`config.mk`:
```
export PLATFORM = sky130hd
export DESIGN_NAME = snooping_msi_pair
export DESIGN_NICKNAME = d
export VERILOG_FILES = /design/src/rtl/snoop_pkg.sv /design/src/rtl/snoop_receptor_fsm.sv /design/src/rtl/snooping_msi_pair.sv
export SDC_FILE = /design/constraint.sdc
export NUM_CORES = 1
export LEC_CHECK = 0
export CAP_MARGIN = 20
export CORE_MARGIN = 1.5
export CORE_UTILIZATION = 40
export CTS_CLUSTER_DIAMETER = 50
export DETAILED_ROUTE_END_ITERATION = 8
export HOLD_SLACK_MARGIN = 0.15
export PLACE_DENSITY = 0.68
export RECOVER_POWER = 25
export SLEW_MARGIN = 20
export SYNTH_ARGS = -nofsm -noshare
export SYNTH_HDL_FRONTEND = slang
export SYNTH_HIERARCHICAL = 1
export SYNTH_SLANG_ARGS = --single-unit
```
`constraint.sdc`:
```
create_clock -name i_Clock -period 2.2 [get_ports i_Clock]
set_input_delay 0.44 -clock i_Clock [delete_from_list [all_inputs] [get_ports i_Clock]]
set_output_delay 0.44 -clock i_Clock [all_outputs]
set_load 0.03 [all_outputs]
```
`src/rtl/snoop_pkg.sv`:
```
// Shared encodings for the MSI snooping pair, plus the emitter's next-state function.
// Pure combinational definitions; no latency and no flow control.
package snoop_pkg;

  typedef enum logic [1:0] {
    ST_INVALID  = 2'd0,
    ST_SHARED   = 2'd1,
    ST_MODIFIED = 2'd2,
    ST_ILLEGAL  = 2'd3
  } state_e;

  typedef enum logic [1:0] {
    MSG_NONE       = 2'd0,
    MSG_READ_MISS  = 2'd1,
    MSG_WRITE_MISS = 2'd2,
    MSG_INVALIDATE = 2'd3
  } msg_e;

  typedef enum logic [1:0] {
    OP_RM = 2'd0,
    OP_RH = 2'd1,
    OP_WM = 2'd2,
    OP_WH = 2'd3
  } op_e;

  localparam logic ACTION_NONE      = 1'b0;
  localparam logic ACTION_WRITEBACK = 1'b1;
  localparam logic SIGNAL_NONE      = 1'b0;
  localparam logic SIGNAL_ABORT     = 1'b1;

  typedef struct packed {
    state_e state;
    msg_e   msg;
    logic   action;
  } tx_result_t;

  // Local-cache reaction to a processor operation; ST_ILLEGAL behaves as ST_INVALID.
  function automatic tx_result_t emit_next(input state_e cur, input op_e op);
    tx_result_t r;
    r.state  = cur;
    r.msg    = MSG_NONE;
    r.action = ACTION_NONE;
    case (cur)
      ST_SHARED: begin
        case (op)
          OP_RM: begin r.state = ST_SHARED;   r.msg = MSG_READ_MISS;  end
          OP_RH: begin r.state = ST_SHARED;   r.msg = MSG_NONE;       end
          OP_WM: begin r.state = ST_MODIFIED; r.msg = MSG_WRITE_MISS; end
          OP_WH: begin r.state = ST_MODIFIED; r.msg = MSG_INVALIDATE; end
          default: ;
        endcase
      end
      ST_MODIFIED: begin
        case (op)
          OP_RM: begin
            r.state  = ST_SHARED;
            r.msg    = MSG_READ_MISS;
            r.action = ACTION_WRITEBACK;
          end
          OP_WM: begin
            r.state  = ST_MODIFIED;
            r.msg    = MSG_WRITE_MISS;
            r.action = ACTION_WRITEBACK;
          end
          default: r.state = ST_MODIFIED;
        endcase
      end
      default: begin
        case (op)
          OP_RM: begin r.state = ST_SHARED;   r.msg = MSG_READ_MISS;  end
          OP_WM: begin r.state = ST_MODIFIED; r.msg = MSG_WRITE_MISS; end
          default: ;
        endcase
      end
    endcase
    return r;
  endfunction

endpackage

```
`src/rtl/snoop_receptor_fsm.sv`:
```
// Remote-cache MSI FSM: applies one snooped bus message per bus_vld cycle, result registered next edge.
// No backpressure; a force load wins over a same-cycle message, which is then dropped.
module snoop_receptor_fsm
  import snoop_pkg::*;
(
  input  logic       clk,
  input  logic       rst_n,
  input  logic       bus_vld,
  input  logic [1:0] bus_msg,
  input  logic       force_vld,
  input  logic [1:0] force_state,
  output logic [1:0] rx_state,
  output logic       rx_signal
);

  state_e rx_state_q, rx_state_d;
  logic   rx_signal_q, rx_signal_d;
  msg_e   msg;

  assign msg = msg_e'(bus_msg);

  always_comb begin
    rx_state_d  = rx_state_q;
    rx_signal_d = rx_signal_q;
    if (force_vld) begin
      rx_state_d = state_e'(force_state);
    end else if (bus_vld) begin
      rx_signal_d = SIGNAL_NONE;
      case (rx_state_q)
        ST_SHARED: begin
          if (msg == MSG_WRITE_MISS || msg == MSG_INVALIDATE) rx_state_d = ST_INVALID;
        end
        ST_MODIFIED: begin
          // Dirty copy must be supplied on any miss; an invalidate cannot target a modified peer.
          case (msg)
            MSG_READ_MISS: begin
              rx_state_d  = ST_SHARED;
              rx_signal_d = SIGNAL_ABORT;
            end
            MSG_WRITE_MISS: begin
              rx_state_d  = ST_INVALID;
              rx_signal_d = SIGNAL_ABORT;
            end
            MSG_INVALIDATE: rx_state_d = ST_INVALID;
            default: ;
          endcase
        end
        default: rx_state_d = ST_INVALID;
      endcase
    end
  end

  always_ff @(posedge clk or negedge rst_n) begin
    if (!rst_n) begin
      rx_state_q  <= ST_SHARED;
      rx_signal_q <= SIGNAL_NONE;
    end else begin
      rx_state_q  <= rx_state_d;
      rx_signal_q <= rx_signal_d;
    end
  end

  assign rx_state  = rx_state_q;
  assign rx_signal = rx_signal_q;

endmodule

```
`src/rtl/snooping_msi_pair.sv`:
```
// MSI pair for one block: local emitter FSM drives a one-cycle bus strobe into a snooping receptor.
// Tx outputs 1 edge after i_Start, Rx 2 edges; no backpressure, back-to-back starts accepted.
module snooping_msi_pair
  import snoop_pkg::*;
(
  input  logic       i_Clock,
  input  logic       i_Reset_n,
  input  logic       i_Start,
  input  logic [1:0] i_Operation,
  input  logic       i_Force_Rx_Valid,
  input  logic [1:0] i_Force_Rx_State,
  output logic [1:0] o_Tx_State,
  output logic [1:0] o_Tx_Message,
  output logic       o_Tx_Action,
  output logic [1:0] o_Rx_State,
  output logic       o_Rx_Signal
);

  state_e     tx_state_q, tx_state_d;
  msg_e       tx_msg_q, tx_msg_d;
  logic       tx_action_q, tx_action_d;
  logic       bus_vld_q, bus_vld_d;
  tx_result_t nxt;

  assign nxt = emit_next(tx_state_q, op_e'(i_Operation));

  always_comb begin
    tx_state_d  = tx_state_q;
    tx_msg_d    = tx_msg_q;
    tx_action_d = tx_action_q;
    bus_vld_d   = 1'b0;
    if (i_Start) begin
      tx_state_d  = nxt.state;
      tx_msg_d    = nxt.msg;
      tx_action_d = nxt.action;
      bus_vld_d   = (nxt.msg != MSG_NONE);
    end
  end

  always_ff @(posedge i_Clock or negedge i_Reset_n) begin
    if (!i_Reset_n) begin
      tx_state_q  <= ST_INVALID;
      tx_msg_q    <= MSG_NONE;
      tx_action_q <= ACTION_NONE;
      bus_vld_q   <= 1'b0;
    end else begin
      tx_state_q  <= tx_state_d;
      tx_msg_q    <= tx_msg_d;
      tx_action_q <= tx_action_d;
      bus_vld_q   <= bus_vld_d;
    end
  end

  // The held message register doubles as the bus payload during the strobe cycle.
  snoop_receptor_fsm u_receptor (
    .clk         (i_Clock),
    .rst_n       (i_Reset_n),
    .bus_vld     (bus_vld_q),
    .bus_msg     (tx_msg_q),
    .force_vld   (i_Force_Rx_Valid),
    .force_state (i_Force_Rx_State),
    .rx_state    (o_Rx_State),
    .rx_signal   (o_Rx_Signal)
  );

  assign o_Tx_State   = tx_state_q;
  assign o_Tx_Message = tx_msg_q;
  assign o_Tx_Action  = tx_action_q;

endmodule

```
; ---- Yosys cells after proc, flatten, opt, wreduce, memory -nomap -nowiden
; Cells that the tools add are included.
[word_totals]
register_bits = 9
latchBits = 0
mem_bits_rw = 0
romBits = 0
in_bits = 8
out_inout_bits = 8
elab_cells = 43
memories = 0
[classes]
add_sub_neg = 0
multipliers = 0
n_div = 0
order_cmp = 0
eq_ne = 12
n_shift = 0
mux = 14
bitwise_logic = 1
n_reduce_logical = 10
[ops]
columns = op, count
row1 = $pmux W4 S2, 2
row2 = $pmux W4 S4, 1
row3 = $eq A2 B2 Y1 const B, 6
row4 = $eq A2 B1 Y1 const B, 4
row5 = $mux W2, 4
row6 = $pmux W2 S2, 2
row7 = $pmux W3 S2, 1
row8 = $mux W1, 4
row9 = $ne A4 B3 Y1 const B, 1
row10 = $reduce_and A2 Y1, 2
row11 = $reduce_bool A2 Y1, 2
row12 = $reduce_bool A4 Y1, 1
row13 = $reduce_or A2 Y1, 2
row14 = $ne A3 B2 Y1 const B, 1
row15 = $reduce_and A3 Y1, 1
row16 = $logic_not A2 Y1, 1
row17 = $logic_or A1 B1 Y1, 1
row18 = $not A1 Y1, 1

; ---- Longest topological paths before layout
; Gate-level depths: netlist of the first run.
[logic_depth]
word_depth = 6
ltp_mapped = 5
ltp_nobuf = 5

; ---- Cells and area by module
; The synthesis of the first run kept the hierarchy.
[modules_own_cells]
columns = mod, n_inst, cells_each, area_each_um2, seq_area_each_um2
row1 = snooping_msi_pair, 1, 40, 414.1, 150.1
row2 = snoop_receptor_fsm, 1, 24, 207.7, 76.3

; ---- Least setup slack after synthesis of the first run
; Ideal clock, no wire load.
[synth_timing]
path_type = register -> register
from = register tx_state_q[0] (netlist: o_Tx_State[0])
to = register tx_msg_q[1] (netlist: o_Tx_Message[1])
setup_ps = 66
arrival_ps = 1544
required_time_ps = 2134
path_slack_ps = 590
stages_incl_launch_ff = 6
path_buffers = 0
synth_period_minus_slack_ps = 1610
cell_sequence = dfrtp_1 > inv_1 > ha_1 > nand2b_1 > o31ai_1 > mux2_2
[synth_via]
elab_chain_len = 2
word_cells_on_any_way = 3
classes_between = 2 x eq/ne / 1 x mux
[synth_lines]
columns = element, line
row1 = from (decl), snooping_msi_pair.sv:19  ; state_e tx_state_q, tx_state_d;
row2 = from (signal assigned), snooping_msi_pair.sv:47  ; tx_state_q <= tx_state_d;
row3 = $eq A2 B2 Y1 / $eq A2 B1 Y1 (equally long branches), snoop_pkg.sv:43  ; case (cur)
row4 = $pmux W4 S2 *, snoop_pkg.sv:43
row5 = to (signal assigned), snooping_msi_pair.sv:48  ; tx_msg_q <= tx_msg_d;
row6 = to (decl), snooping_msi_pair.sv:20  ; msg_e tx_msg_q, tx_msg_d;
; Every way passes the cells marked *; elsewhere a longest branch is shown, timed or not.
; A chain may end at the register's enable or synchronous reset.

; ---- Final worst setup path of the first run
[layout_timing]
from = register u_receptor.rx_state_q[0] (netlist: u_receptor/rx_state[0])
to = output port o_Rx_State[0]
[layout_lines]
columns = element, line
row1 = from (decl), snoop_receptor_fsm.sv:16  ; state_e rx_state_q, rx_state_d;
row2 = from (signal assigned), snoop_receptor_fsm.sv:58  ; rx_state_q <= rx_state_d;
row3 = to (decl), snooping_msi_pair.sv:15  ; output logic [1:0] o_Rx_State,
; No word-level cell between the ends.

==> results of run 1 <==
-- cell usage in the layout, fill, tap and decap left out --
cell type / synthesis / final
clkbuf_4: 0 / 3
clkdlybuf4s50_1: 0 / 14
nand2b_1: 2 / 2
a21oi_1: 2 / 2
o41ai_4: 1 / 1
inv_1: 10 / 10
nor2_1: 4 / 4
o21ai_0: 6 / 6
a22oi_1: 1 / 1
o211ai_1: 1 / 1
mux2_2: 2 / 2
or4_1: 1 / 1
dlygate4sd3_1: 0 / 1
clkbuf_1: 0 / 1
o21a_1: 2 / 2
ha_1: 10 / 10
nor2b_1: 1 / 1
dfrtp_1: 8 / 8
o41ai_1: 1 / 1
a31oi_1: 1 / 1
dfstp_2: 1 / 1
o31ai_1: 4 / 4
nand2_1: 5 / 5
nand3b_1: 1 / 1
-- worst max-delay path by stage --
stage,start,end,slack [ps],cells after the start
5_1_grt,u_receptor/rx_state[0]$_DFFE_PN1P_,o_Rx_State[0],210,1
6_report,u_receptor/rx_state[0]$_DFFE_PN1P_,o_Rx_State[0],260,1
3_5_place_dp,i_Operation[0],o_Tx_State[1]$_DFFE_PN0P_,70,6
3_3_place_gp,i_Operation[0],o_Tx_State[1]$_DFFE_PN0P_,190,6
4_1_cts,u_receptor/rx_state[0]$_DFFE_PN1P_,o_Rx_State[0],250,1
2_1_floorplan,o_Tx_State[0]$_DFFE_PN0P_,o_Tx_Message[1]$_DFFE_PN0P_,590,5
-- cell type report --
class / count / area share (%)
multi-input combinational: 45 / 43.73
sequential: 9 / 27.68
timing repair buffer: 15 / 18.35
inverter: 10 / 4.587
clock buffer: 4 / 3.211
tap: 16 / 2.446
-- worst register-to-register path, stage by stage (launching register included) --
cell and delay (ps):
dfrtp_1 400, inv_1 60, ha_1 350, o21ai_0 230
o21ai_0 160, mux2_2 280
-- through the flow --
| stage | instances | total power, mW | setup slack (ps) |
|---|---|---|---|
| global route | 99 | 0.8000 | 214.8 |
| floorplan | 64 | 0.4868 | 590.4 |
| detailed placement | 95 | 0.6228 | 69.15 |
| CTS | 99 | 0.7507 | 248.2 |
| global placement | 95 | 0.6161 | 187.8 |
| finish | 99 | 0.7422 | 261.3 |
-- cells by family after synthesis --
logic type                 Yosys count
buffers and inverters               10
adders and majority gates           10
DFF                                  9
and+or+nand+nor                     14
muxes                                2
AOI/OAI and AO/OA                   19
-- power by group through the flow --
stage	clock [mW]	sequential [mW]	combinational, mW
global route	0.141	0.259	0.400
CTS	0.130	0.250	0.370
finish	0.125	0.249	0.368
detailed placement	0	0.253	0.370
global placement	0	0.249	0.367
floorplan	0	0.319	0.168
-- flip-flops by register name, indices dropped and copies added (netlist names) --
name,flops
o_Tx_State,2
u_receptor/rx_state,2
o_Tx_Message,2
u_receptor/rx_signal,1
bus_vld_q,1
o_Tx_Action,1
-- per-layer routing --
layer / up-vias / share of wire (%) / global-route usage (%)
li1: 261 / - / -
met1: 234 / 47 / 17.20
met2: 19 / 47 / 23.08
met3: 2 / 4.5 / 3.879
met4: 0 / 1.3 / 7.500
met5: - / 0 / 0
==> out/results.ini, run 1 <==
[clock_tree]
post-cts-setup-buffer-count=0
clock-root-buffer=clkbuf_4
clockBufferDepth=2
ctsResizeCount=0
cts_sinks=9
cts_hold_buf=0
clk_latency_ps=250
clk_pin_slew_worst_paths_ps=60
cts_inserted_buffers=3
htree_levels=1
cts_tree=done

[global_routing]
grt_pass1_wl_mm=1.904
antenna_found_initial=0
grt_max_degree=10
grt_use_total_pct=14.30
grt-ovfl-total=0
grt_pass1_vias=467

[placement]
placed_area_sq_um=792.0
io_buffer_count=15
hpwlAfterDp_microns=907.9
place_congestion=0.9193

[route]
drc=0
via_per_inst=5.212
drtIter0Drc=11
dr.pass1.iters=4
drtAntennaViolNets=0
routed_wirelength_mm=1.130
avgRoutedWirePerCell_microns=11.41
vias=516

[worst_setup_path]
end_kind=primary output
worstReg2RegStart=o_Tx_State[0]$_DFFE_PN0P_
cp_max_fo=5
crit_required_ps=1760
crit_type=reg2out
r2r_setup_slack_ps=610
reg2reg_to=o_Tx_Message[0]$_DFFE_PN0P_
path_buf_inv=1
cp_slowest_cell=clkdlybuf4s50_1
cp_top_family=buffers and inverters
r2r_cells=5
cpPeakStageDelay_ps=670
start_kind=register
arrival_ps=1500
crit_chain=clkdlybuf4s50_1

[layout]
areaGrowthSynthToFinish_pct=31.59
multiInputGateArea_sq_um=357.8
nFillCells=130
final-seq-area_sq_um=226.5
num_antenna_cells=0
fin_area_sq_um=818.3
nNetsFinal=102
final_util_pct=55.61
drive_gt1_share_pct=8.434

[floorplan]
io_pins=16
rows=14
fp.dieArea_sq_um=1800
core_sq_um=1471
die_h_microns=42.43
initial_utilization_pct=42.26
die_w_microns=42.43

[sta]
hold_slack_ps=483.3
finalSetupViolCount=0
tightest_slew_ps=405.8
fin_setup_tns_ps=0
final_hold_viol_count=0
rsz0062_at_grt=no
drv_slew=0
timing.slew.headroom_pct=72.86
max_freq_mhz=515.8
fin_crit_sh_pct=88.12
period_needed_ps=1939
skew_ps=6.748

[power_and_ir_drop]
leakage_nw=0.3758
power_density_nw_per_um2=907.0
swShare_pct=40.83
power_frac_comb_pct=49.6
clock_power_share_pct=16.8
ir_worst_vdd_mv=0.4099
seq_power_share_pct=33.6
p_int_mw=0.4391
p_switching_mw=0.3031

[yosys]
synthTopCellsByCount=ha_1 (10), inv_1 (10), dfrtp_1 (8), o21ai_0 (6), nand2_1 (5)
synth_top_family_by_area=compound AO/OA/AOI/OAI gates
netlist_area_sq_um=621.8
synth_edf_count=0
yosysSeqAreaShare_pct=36.42
yosysWarnings=6
synth_compound_gate_area_share_pct=22.94
synth_top_area_share_pct=32.19
synthTopCellsByArea=dfrtp_1 (32%), ha_1 (20%), inv_1 (6.0%), o21ai_0 (4.8%), o31ai_1 (4.8%)
synthCells=64
yosysUniqueCellTypes=20
avgSynthCellArea_sq_um=9.716
synth_flop_cell=dfrtp_1
synth.largest_area_cell=dfrtp_1
async_flop_share_pct=100.0
syn_nets=82
synthSimpleGateAreaFrac_pct=10.87
synth-seq-cells=9
yosys.area_share.xor_xnor_pct=0
synth_adder_area_share_pct=20.12
synth.area.mux_share_pct=3.622

[outcome]
status=complete, no violations

[min_path]
hold_path.class=reg2reg
hold_start=u_receptor/rx_signal$_DFFE_PN0P_
min_to=u_receptor/rx_signal$_DFFE_PN0P_
min_path_cells=2

[job]
maxCapViolations=0

No activity file was read; power rests on OpenSTA's default activity.
==> run 2: changes to the inputs <==
--- a/config.mk
+++ b/config.mk
@@ -6,12 +6,12 @@
 export NUM_CORES = 1
 export LEC_CHECK = 0
 export CAP_MARGIN = 20
-export CORE_MARGIN = 1.5
-export CORE_UTILIZATION = 40
-export CTS_CLUSTER_DIAMETER = 50
+export CORE_AREA = 2 2 39 41
+export CTS_CLUSTER_DIAMETER = 200
 export DETAILED_ROUTE_END_ITERATION = 8
+export DIE_AREA = 0 0 41 43
 export HOLD_SLACK_MARGIN = 0.15
-export PLACE_DENSITY = 0.68
+export PLACE_DENSITY = 0.77
 export RECOVER_POWER = 25
 export SLEW_MARGIN = 20
 export SYNTH_ARGS = -nofsm -noshare
==> out/results.ini, run 2 (synthesis results as in run 1) <==
[outcome]
status=complete, no violations

[layout]
final-seq-area_sq_um=226.5  ; unchanged
mostFrequentLayoutCell=clkdlybuf4s50_1
num_antenna_cells=0  ; unchanged
nNetsFinal=102  ; unchanged
areaGrowthSynthToFinish_pct=31.59  ; unchanged
final_cell_mix=clkdlybuf4s50_1 (14), inv_1 (10), ha_1 (10)
multiInputGateArea_sq_um=357.8  ; unchanged
nFillCells=122  ; -6.2%
finalNonFillerCells=99  ; unchanged
final_util_pct=59.13  ; +3.5 points
drive_gt1_share_pct=8.434  ; unchanged

[floorplan]
fp.dieArea_sq_um=1763  ; -2.1%
io_pins=16  ; unchanged
die_h_microns=43  ; +1.3%
rows=14  ; unchanged
die_w_microns=41  ; -3.4%
core_sq_um=1384  ; -6.0%
initial_utilization_pct=44.94  ; +2.7 points

[clock_tree]
htree_levels=1  ; unchanged
clock-root-buffer=clkbuf_4
cts_hold_buf=0  ; unchanged
cts_inserted_buffers=3  ; unchanged
cts_tree=done
clk_pin_slew_worst_paths_ps=60  ; about the same
ctsResizeCount=0  ; unchanged
cts_sinks=9  ; unchanged
clk_latency_ps=260  ; about the same
post-cts-setup-buffer-count=0  ; unchanged
clockBufferDepth=2  ; unchanged

[power_and_ir_drop]
leakage_nw=0.3758  ; unchanged
total_power_mw=0.7445  ; +0.31%
ir_worst_vdd_mv=0.3592  ; -12%
power_density_nw_per_um2=909.8  ; +0.31%

[route]
dr.pass1.iters=4  ; unchanged
avgRoutedWirePerCell_microns=12.18  ; +6.7%
vias=524  ; +1.6%
routed_wirelength_mm=1.206  ; +6.7%
drc=0  ; unchanged
drtIter0Drc=7  ; -4
via_per_inst=5.293  ; +1.6%
drtAntennaViolNets=0  ; unchanged

[min_path]
min_to=u_receptor/rx_signal$_DFFE_PN0P_
hold_start=u_receptor/rx_signal$_DFFE_PN0P_
hold_path.class=reg2reg
min_path_cells=2  ; unchanged

[placement]
place_congestion=0.8541  ; -7.1%
dp_cells=95  ; unchanged
io_buffer_count=15  ; unchanged

[sta]
rsz0062_at_grt=no
final_hold_viol_count=0  ; unchanged
fin_crit_sh_pct=88.43  ; +0.31 points
timing.slew.headroom_pct=72.07  ; -0.78 points
tightest_slew_ps=417.5  ; +11.72 ps
finalSetupViolCount=0  ; unchanged
hold_slack_ps=484.2  ; +0.9010 ps
drv_slew=0  ; unchanged
max_freq_mhz=514.0  ; -0.35%
period_needed_ps=1945  ; +6.754 ps
fin_setup_tns_ps=0  ; unchanged
skew_ps=7.376  ; +0.6286 ps

[global_routing]
grt_use_total_pct=17.37  ; +3.1 points
grt_pass1_vias=523  ; +12%
antenna_found_initial=0  ; unchanged
grt-ovfl-total=0  ; unchanged
grt_max_degree=10  ; unchanged
grt_pass1_wl_mm=2.090  ; +9.8%

[worst_setup_path]
cp_slowest_cell=clkdlybuf4s50_1
path_buf_inv=1  ; unchanged
r2r_setup_slack_ps=590  ; -20 ps
cpPeakStageDelay_ps=680  ; about the same
cp_max_fo=5  ; unchanged
worstReg2RegStart=o_Tx_State[0]$_DFFE_PN0P_
r2r_cells=5  ; unchanged
crit_required_ps=1760  ; about the same
reg2reg_to=o_Tx_Message[0]$_DFFE_PN0P_
start_kind=register
end_kind=primary output
crit_type=reg2out
arrival_ps=1510  ; about the same
crit_chain=clkdlybuf4s50_1
cp_top_family=buffers and inverters

[job]
maxCapViolations=0  ; unchanged

==> run 2: per-layer routing <==
metal	global-route usage [%]	vias to the layer above	part of all wire (%)
met5	0	-	0
met2	28.75	7	50
met4	10.00	0	2.1
met1	19.34	255	46
li1	-	260	-
met3	3.141	2	1.8
==> run 2: worst max path at each step <==
| stage | depth (start not counted) | slack [ps] | end | from |
|---|---|---|---|---|
| finish | 1 | 250 | o_Rx_State[0] | u_receptor/rx_state[0]$_DFFE_PN1P_ |
| global route | 1 | 210 | o_Rx_State[0] | u_receptor/rx_state[0]$_DFFE_PN1P_ |
| CTS | 1 | 250 | o_Rx_State[0] | u_receptor/rx_state[0]$_DFFE_PN1P_ |
| global placement | 6 | 190 | o_Tx_State[1]$_DFFE_PN0P_ | i_Operation[0] |
| detailed placement | 6 | 120 | o_Tx_State[1]$_DFFE_PN0P_ | i_Operation[0] |
| floorplan | 5 | 590 | o_Tx_Message[1]$_DFFE_PN0P_ | o_Tx_State[0]$_DFFE_PN0P_ |
==> run 2: report_power, final <==
| group | total, mW | switching, mW | internal, mW |
|---|---|---|---|
| Combinational | 0.371 | 0.209 | 0.162 |
| Sequential | 0.250 | 0.0418 | 0.208 |
| Clock | 0.124 | 0.0544 | 0.0697 |
| Total | 0.744 | 0.305 | 0.439 |
==> run 2: stage by stage <==
step                instance area (sq um)  setup slack, ps
finish                              818.3            254.6
global placement                    792.0            191.2
floorplan                           621.8            590.4
global route                        818.3            211.8
CTS                                 818.3            248.9
detailed placement                  792.0            121.4
==> run 2: layout make-up <==
type | instances | area share [%]
Tap cell | 16 | 2.446
Inverter | 10 | 4.587
Timing Repair Buffer | 15 | 18.35
Multi-Input combinational cell | 45 | 43.73
Clock buffer | 4 | 3.211
Sequential cell | 9 | 27.68
==> run 2: worst reg2reg max path, delay by kind of cell, from the launching register on <==
family	cells	cell delay (ps)
flops	1	400
mux	1	280
fa+ha+maj	1	360
buf+inv	1	60
compound gates	2	400
==> run 3: changes to the inputs <==
--- a/config.mk
+++ b/config.mk
@@ -13,6 +13,7 @@
 export HOLD_SLACK_MARGIN = 0.15
 export PLACE_DENSITY = 0.77
 export RECOVER_POWER = 25
+export SKIP_CTS_REPAIR_TIMING = 1
 export SLEW_MARGIN = 20
 export SYNTH_ARGS = -nofsm -noshare
 export SYNTH_HDL_FRONTEND = slang
==> constraint.sdc (replaced) <==
create_clock -name i_Clock -period 2.4 [get_ports i_Clock]
set_input_delay 0.48 -clock i_Clock [delete_from_list [all_inputs] [get_ports i_Clock]]
set_output_delay 0.48 -clock i_Clock [all_outputs]
set_load 0.03 [all_outputs]
==> results of run 3 <==
The final DEF is identical to that of run 2. Status: complete, no violations.
Main changes from that run: setup slack after placement 121.4 ps -> 281.4 ps; setup slack after layout 254.6 ps -> 414.6 ps; register-to-register setup slack 590 ps -> 790 ps; total power 0.7445 mW -> 0.6824 mW; worst IR drop on VDD 0.3592 mV -> 0.3292 mV
